<file path="config.mk">
export PLATFORM = sky130hd
export DESIGN_NAME = packet_uart_tx
export DESIGN_NICKNAME = d
export VERILOG_FILES = /design/src/rtl/iot_sensor_pkg.sv /design/src/rtl/pkt_byte_fifo.sv /design/src/rtl/packet_uart_tx.sv
export SDC_FILE = /design/constraint.sdc
export NUM_CORES = 1
export LEC_CHECK = 0
export CORE_ASPECT_RATIO = 0.75
export CORE_MARGIN = 2
export CORE_UTILIZATION = 50
export CTS_CLUSTER_SIZE = 28
export DETAILED_ROUTE_END_ITERATION = 7
export MAX_ROUTING_LAYER = met4
export PLACE_DENSITY_LB_ADDON = 0.25
export SETUP_SLACK_MARGIN = 0.3
export SYNTH_ARGS = -nofsm -noshare
export SYNTH_HDL_FRONTEND = slang
export SYNTH_SLANG_ARGS = --single-unit
</file>
<file path="constraint.sdc">
create_clock -name clk -period 3.2 [get_ports clk]
set_input_delay 0.48 -clock clk [delete_from_list [all_inputs] [get_ports clk]]
set_output_delay 0.48 -clock clk [all_outputs]
set_load 0.02 [all_outputs]
</file>
<file path="src/rtl/iot_sensor_pkg.sv">
// Shared types and constants for the sensor packet path.
// Holds the UART serialiser state encoding and frame constants.
package iot_sensor_pkg;

  typedef enum logic [2:0] {
    StIdle,
    StStart,
    StData,
    StParity,
    StStop
  } uart_tx_state_e;

  localparam int unsigned UART_DATA_BITS = 8;
  localparam logic        UART_IDLE_LEVEL = 1'b1;

  function automatic logic even_parity(input logic [UART_DATA_BITS-1:0] b);
    return ^b;
  endfunction

endpackage

</file>
<file path="src/rtl/pkt_byte_fifo.sv">
// Synchronous byte FIFO with level output; pointers carry an extra MSB so
// full and empty are distinguishable without a separate count register.
module pkt_byte_fifo #(
  parameter int unsigned DEPTH = 16,
  parameter int unsigned WIDTH = 8
) (
  input  logic                       clk,
  input  logic                       rst_n,
  input  logic                       wr_en,
  input  logic [WIDTH-1:0]           wr_data,
  input  logic                       rd_en,
  output logic [WIDTH-1:0]           rd_data,
  output logic                       full,
  output logic                       empty,
  output logic [$clog2(DEPTH):0]     level
);

  localparam int unsigned AW = $clog2(DEPTH);
  localparam int unsigned LW = AW + 1;

  logic [WIDTH-1:0] mem [DEPTH];
  logic [AW:0]      wr_ptr_q, rd_ptr_q;

  always_ff @(posedge clk or negedge rst_n) begin
    if (!rst_n) begin
      wr_ptr_q <= '0;
      rd_ptr_q <= '0;
    end else begin
      if (wr_en) wr_ptr_q <= wr_ptr_q + 1'b1;
      if (rd_en) rd_ptr_q <= rd_ptr_q + 1'b1;
    end
  end

  // Storage needs no reset; pointers alone define validity.
  always_ff @(posedge clk) begin
    if (wr_en) mem[wr_ptr_q[AW-1:0]] <= wr_data;
  end

  assign rd_data = mem[rd_ptr_q[AW-1:0]];
  assign level   = wr_ptr_q - rd_ptr_q;
  assign full    = (level == LW'(DEPTH));
  assign empty   = (level == '0);

endmodule

</file>
<file path="src/rtl/packet_uart_tx.sv">
// Framer-to-UART transmit stage: valid/ack byte capture into a FIFO and an 8N1
// serialiser, LSB first. Define UART_PARITY_EN to add an even-parity bit (8E1).
module packet_uart_tx
  import iot_sensor_pkg::*;
#(
  parameter int unsigned CLKS_PER_BIT = 868,
  parameter int unsigned FIFO_DEPTH   = 16,
  parameter int unsigned ACK_HOLDOFF  = 2
) (
  input  logic                          clk,
  input  logic                          rst_n,
  input  logic [7:0]                    in_data,
  input  logic                          in_valid,
  output logic                          in_ack,
  output logic                          uart_tx,
  output logic                          tx_busy,
  output logic [$clog2(FIFO_DEPTH):0]   fifo_level,
  output logic                          tx_done
);

  localparam int unsigned BAUD_W = (CLKS_PER_BIT > 1) ? $clog2(CLKS_PER_BIT) : 1;
  localparam int unsigned HO_W   = (ACK_HOLDOFF > 0) ? $clog2(ACK_HOLDOFF + 1) : 1;

  logic            fifo_full, fifo_empty, pop, capture;
  logic [7:0]      fifo_rd_data;

  logic            in_ack_q;
  logic [HO_W-1:0] holdoff_q;

  uart_tx_state_e    state_q, state_d;
  logic [BAUD_W-1:0] baud_q, baud_d;
  logic [2:0]        bit_q, bit_d;
  logic [7:0]        shift_q, shift_d;
  logic              tx_done_q, tx_done_d;
  logic              bit_end;

  pkt_byte_fifo #(
    .DEPTH (FIFO_DEPTH),
    .WIDTH (8)
  ) u_fifo (
    .clk     (clk),
    .rst_n   (rst_n),
    .wr_en   (capture),
    .wr_data (in_data),
    .rd_en   (pop),
    .rd_data (fifo_rd_data),
    .full    (fifo_full),
    .empty   (fifo_empty),
    .level   (fifo_level)
  );

  // Holdoff masks in_valid while the framer's registered valid still reflects the taken byte.
  assign capture = in_valid && !fifo_full && (holdoff_q == '0);

  always_ff @(posedge clk or negedge rst_n) begin
    if (!rst_n) begin
      in_ack_q  <= 1'b0;
      holdoff_q <= '0;
    end else begin
      in_ack_q <= capture;
      if (capture)              holdoff_q <= HO_W'(ACK_HOLDOFF);
      else if (holdoff_q != '0) holdoff_q <= holdoff_q - 1'b1;
    end
  end

  assign bit_end = (baud_q == BAUD_W'(CLKS_PER_BIT - 1));

  always_comb begin
    state_d   = state_q;
    baud_d    = baud_q;
    bit_d     = bit_q;
    shift_d   = shift_q;
    tx_done_d = 1'b0;
    pop       = 1'b0;

    if (state_q != StIdle) baud_d = bit_end ? '0 : baud_q + 1'b1;

    case (state_q)
      StIdle: begin
        if (!fifo_empty) begin
          pop     = 1'b1;
          shift_d = fifo_rd_data;
          baud_d  = '0;
          state_d = StStart;
        end
      end
      StStart: begin
        if (bit_end) begin
          bit_d   = '0;
          state_d = StData;
        end
      end
      StData: begin
        if (bit_end) begin
          bit_d = bit_q + 3'd1;
          if (bit_q == 3'(UART_DATA_BITS - 1)) begin
`ifdef UART_PARITY_EN
            state_d = StParity;
`else
            state_d = StStop;
`endif
          end
        end
      end
`ifdef UART_PARITY_EN
      StParity: begin
        if (bit_end) state_d = StStop;
      end
`endif
      StStop: begin
        if (bit_end) begin
          // Chain straight into the next start bit when more bytes are queued.
          if (!fifo_empty) begin
            pop     = 1'b1;
            shift_d = fifo_rd_data;
            state_d = StStart;
          end else begin
            tx_done_d = 1'b1;
            state_d   = StIdle;
          end
        end
      end
      default: state_d = StIdle;
    endcase
  end

  always_ff @(posedge clk or negedge rst_n) begin
    if (!rst_n) begin
      state_q   <= StIdle;
      baud_q    <= '0;
      bit_q     <= '0;
      shift_q   <= '0;
      tx_done_q <= 1'b0;
    end else begin
      state_q   <= state_d;
      baud_q    <= baud_d;
      bit_q     <= bit_d;
      shift_q   <= shift_d;
      tx_done_q <= tx_done_d;
    end
  end

  // Line is decoded from registered state so reset forces it high asynchronously.
  always_comb begin
    uart_tx = UART_IDLE_LEVEL;
    case (state_q)
      StStart:  uart_tx = 1'b0;
      StData:   uart_tx = shift_q[bit_q];
`ifdef UART_PARITY_EN
      StParity: uart_tx = even_parity(shift_q);
`endif
      default:  uart_tx = UART_IDLE_LEVEL;
    endcase
  end

  assign in_ack  = in_ack_q;
  assign tx_busy = (state_q != StIdle);
  assign tx_done = tx_done_q;

endmodule

</file>
==> impl_metrics.ini <==
[die]
fp.dieH_um = 107
fp.dieArea_um2 = 15200
die_w_um = 142
num_rows = 37
core_area_um2 = 13800
io_pins = 20
start_util_pct = 51.4

[critical_path]
cp.arrival_ns = 3.14
r2r_slack_ns = 0.41
r2r-start = u_fifo.wr_ptr_q[0]$_DFFE_PN0P_
crit_chain = inv_2 -> ha_4 -> fa_2 -> nand2b_1 -> a21oi_2 -> xor2_2 -> clkinv_2 -> buf_4 -> nor3_1 -> mux2_2
worstSetupPathType = flop to flop
start_kind = flop
path_delay_family = simple AND/OR/NAND/NOR gates
crit_end = baud_q[0]$_DFF_PN0_
crit_path_start = u_fifo.wr_ptr_q[0]$_DFFE_PN0P_
r2r_end = baud_q[0]$_DFF_PN0_
crit_cells = 10
r2r_cells = 10
endpoint_kind = flop
required_ns = 3.55
cp_slowest_cell = nor3_1
cpPeakStageDelay_ns = 0.65
cp_max_fo = 7
path_buf_inv = 3

[global_routing]
grt_usage_pct = 21.1
grt_pass1_vias = 3876
grt_first_pass_wirelength_um = 22400
grt_overflow = 0
antenna_found_initial = 0
grt_max_degree = 39

[cts]
cts_root_buf = clkbuf_16
hold_buffers = 0
tritoncts = built
clk_pin_slew_ns = 0.07
clkSinkCount = 166
cts_buffers = 17
clk-insertion-delay-late_ns = 0.42
cts_max_path_buffers = 2
cts_max_level = 4

[sta]
slew_headroom_pct = 40.9
layout_setup_ws_ns = 0.407
tns_ns = 0
rsz0062_at_grt = no
slew_violations = 0
max_freq_mhz = 358
fin_hold_ws_ns = 0.178
finalSetupViolations = 0
hold_viol_final = 0
post-route-period-util_pct = 87.3
layout_min_cycle_time_ns = 2.79
tightest_slew_ns = 0.887
fin_skew_ns = 0.0137

[layout]
n_antenna_cell = 0
n_fill_cell = 1017
seq_area_um2 = 4800
drive_gt1_share_pct = 27.0
final_cell_area_um2 = 8300
multi_input_area_um2 = 2280
area_growth_pct = 16.9
utilization_pct = 60.1
nNetsFinal = 498

[outcome]
status = completed

[logic_synthesis]
synth_ff_type = edfxtp_1
synth_top_area_share_pct = 54.2
synthCells = 431
syn_avg_cell_area_um2 = 16.5
yosysSeqAreaShare_pct = 67.6
synth_top_area_cell = edfxtp_1
yosysWarnings = 0
synth.net_count = 456
synth_seq_cells = 166
synth_edf_count = 128
synthArstFlopShare_pct = 22.9
synth_cell_types = 51
syn-cell-area_um2 = 7090
ys_top_cells_by_area = edfxtp_1, dfrtp_1, mux4_2

[route]
num_vias = 3885
top_layer_used = met4
met1_length_um = 6900
dr.pass1.iters = 5
routedWlPerCell_um = 21.6
drt_iter0_drc = 298
wl_met2_um = 6500
wl_met3_um = 798
avgViaCountPerCell = 5.88
drt.antenna.violating_nets = 0
routed_wl_um = 14300
drcViolationCount = 0

[power_and_ir_drop]
switching_share_pct = 29.6
p_comb_share_pct = 21.0
clock_power_share_pct = 35.5
vdd_drop_max_uv = 416
pwr-share-seq_pct = 43.5
power.leakage_nw = 2.96
p_int_mw = 4.05
switching_power_mw = 1.70
p_per_area_nw_per_um2 = 693

[placement]
io_buffers = 19
post_dp_cell_area_um2 = 7590
place_hpwl_um = 9460
post-place-ws_ns = 0.00962
place.gp.congestion = 0.856

[min_path]
hp-class = primary input to async pin

[run]
drv_cap = 0
==> placed cells by master (no fill, tap or decap), drive strengths merged, types with 2 or more instances in the layout <==
master	count
a21o	3
a21oi	8
a22o	7
a22oi	17
a31oi	3
and2	2
buf	22
clkbuf	18
clkdlybuf4s50	15
clkinv	6
dfrtp	38
dlygate4sd2	2
edfxtp	128
ha	13
inv	22
mux2	12
mux4	34
nand2	26
nand3	10
nand3b	3
nand4	3
nor2	31
nor2b	5
nor3	11
nor4b	2
o211ai	4
o21ai	4
or2	3
or3	2
xnor2	9
xor2	6
==> registers in the layout (all words and copies together) (netlist names) <==
name,cells
baud_q,10
u_fifo.mem,128
state_q,3
holdoff_q,2
tx_done,1
bit_q,3
shift_q,8
u_fifo.wr_ptr_q,5
u_fifo.rd_ptr_q,5
in_ack,1
==> per-stage QoR <==
| step | total power [mW] | cells |
|---|---|---|
| 2_1_floorplan | 3.27 | 431 |
| 3_3_place_gp | 3.65 | 623 |
| 6_report | 5.75 | 661 |
| 5_1_grt | 6.01 | 661 |
| 4_1_cts | 5.75 | 658 |
| 3_5_place_dp | 3.67 | 623 |
==> synthesized netlist by cell type (3+ instances only) <==
master / n
mux4_2: 34
edfxtp_1: 128
nand3b_1: 3
or2_2: 3
a22o_1: 6
a21o_1: 3
nor2_1: 31
a31oi_1: 3
o21ai_0: 4
xor2_1: 6
nand2_1: 26
ha_1: 13
nand4_1: 3
a21oi_1: 8
dfrtp_1: 38
mux2_2: 12
o211ai_1: 3
nor2b_1: 5
clkbuf_1: 10
inv_1: 13
nand3_1: 10
xnor2_1: 9
buf_2: 3
nor3_1: 10
a22oi_1: 17
==> final cells by class <==
class,instances,share of cell area (%)
well taps,175,2.64
inverters,14,0.649
repair buffers,40,4.19
flip-flops and latches,166,57.8
clock inverters,15,2.13
multi-input cells,234,27.4
clock buffers,17,5.13
==> power groups by stage <==
stage                     logic, mW  clock network [mW]  registers (mW)
after floorplan               0.724                   0            2.54
after global placement         1.10                   0            2.54
after global routing           1.32                2.17            2.51
final                          1.21                2.04            2.50
after CTS                      1.17                2.08            2.50
after detailed placement       1.12                   0            2.55
==> per-layer routing <==
metal / GRT usage, % / vias to the layer above
met2: 30.0 / 113
met4: 5.36 / 0
met5: - / -
met3: 4.02 / 8
met1: 32.0 / 1989
li1: - / 1775
==> worst min-delay path by stage <==
stage | slack [ns] | from | cells after the start | to
after floorplan | 0.18 | rst_n | 0 | baud_q[0]$_DFF_PN0_
after global placement | 0.48 | u_fifo.wr_ptr_q[4]$_DFFE_PN0P_ | 1 | u_fifo.wr_ptr_q[4]$_DFFE_PN0P_
after detailed placement | 0.48 | u_fifo.rd_ptr_q[4]$_DFFE_PN0P_ | 1 | u_fifo.rd_ptr_q[4]$_DFFE_PN0P_
after CTS | 0.20 | rst_n | 1 | holdoff_q[1]$_DFFE_PN0P_
after global routing | 0.25 | rst_n | 1 | holdoff_q[1]$_DFFE_PN0P_
final | 0.18 | rst_n | 1 | holdoff_q[1]$_DFFE_PN0P_
==> logic make-up after synthesis <==
kind of cell | after synthesis | share of synthesized area [%]
simple gates | 104 | 7.30
flops | 166 | 67.6
xor+xnor | 15 | 1.85
buf+inv | 31 | 2.08
compound gates | 54 | 5.77
mux | 47 | 12.8
fa+ha+maj | 14 | 2.58
==> what timing repair did <==
| action | 4_1_cts | 5_1_grt |
|---|---|---|
| endpoints found under the setup margin | 85 | 144 |
| buffers inserted | 3 | 3 |
| gates resized for setup | 6 | 11 |
| cloned | 0 | 0 |
| pin swaps | 1 | 2 |
Note: power is estimated with default switching activity, not from simulation.
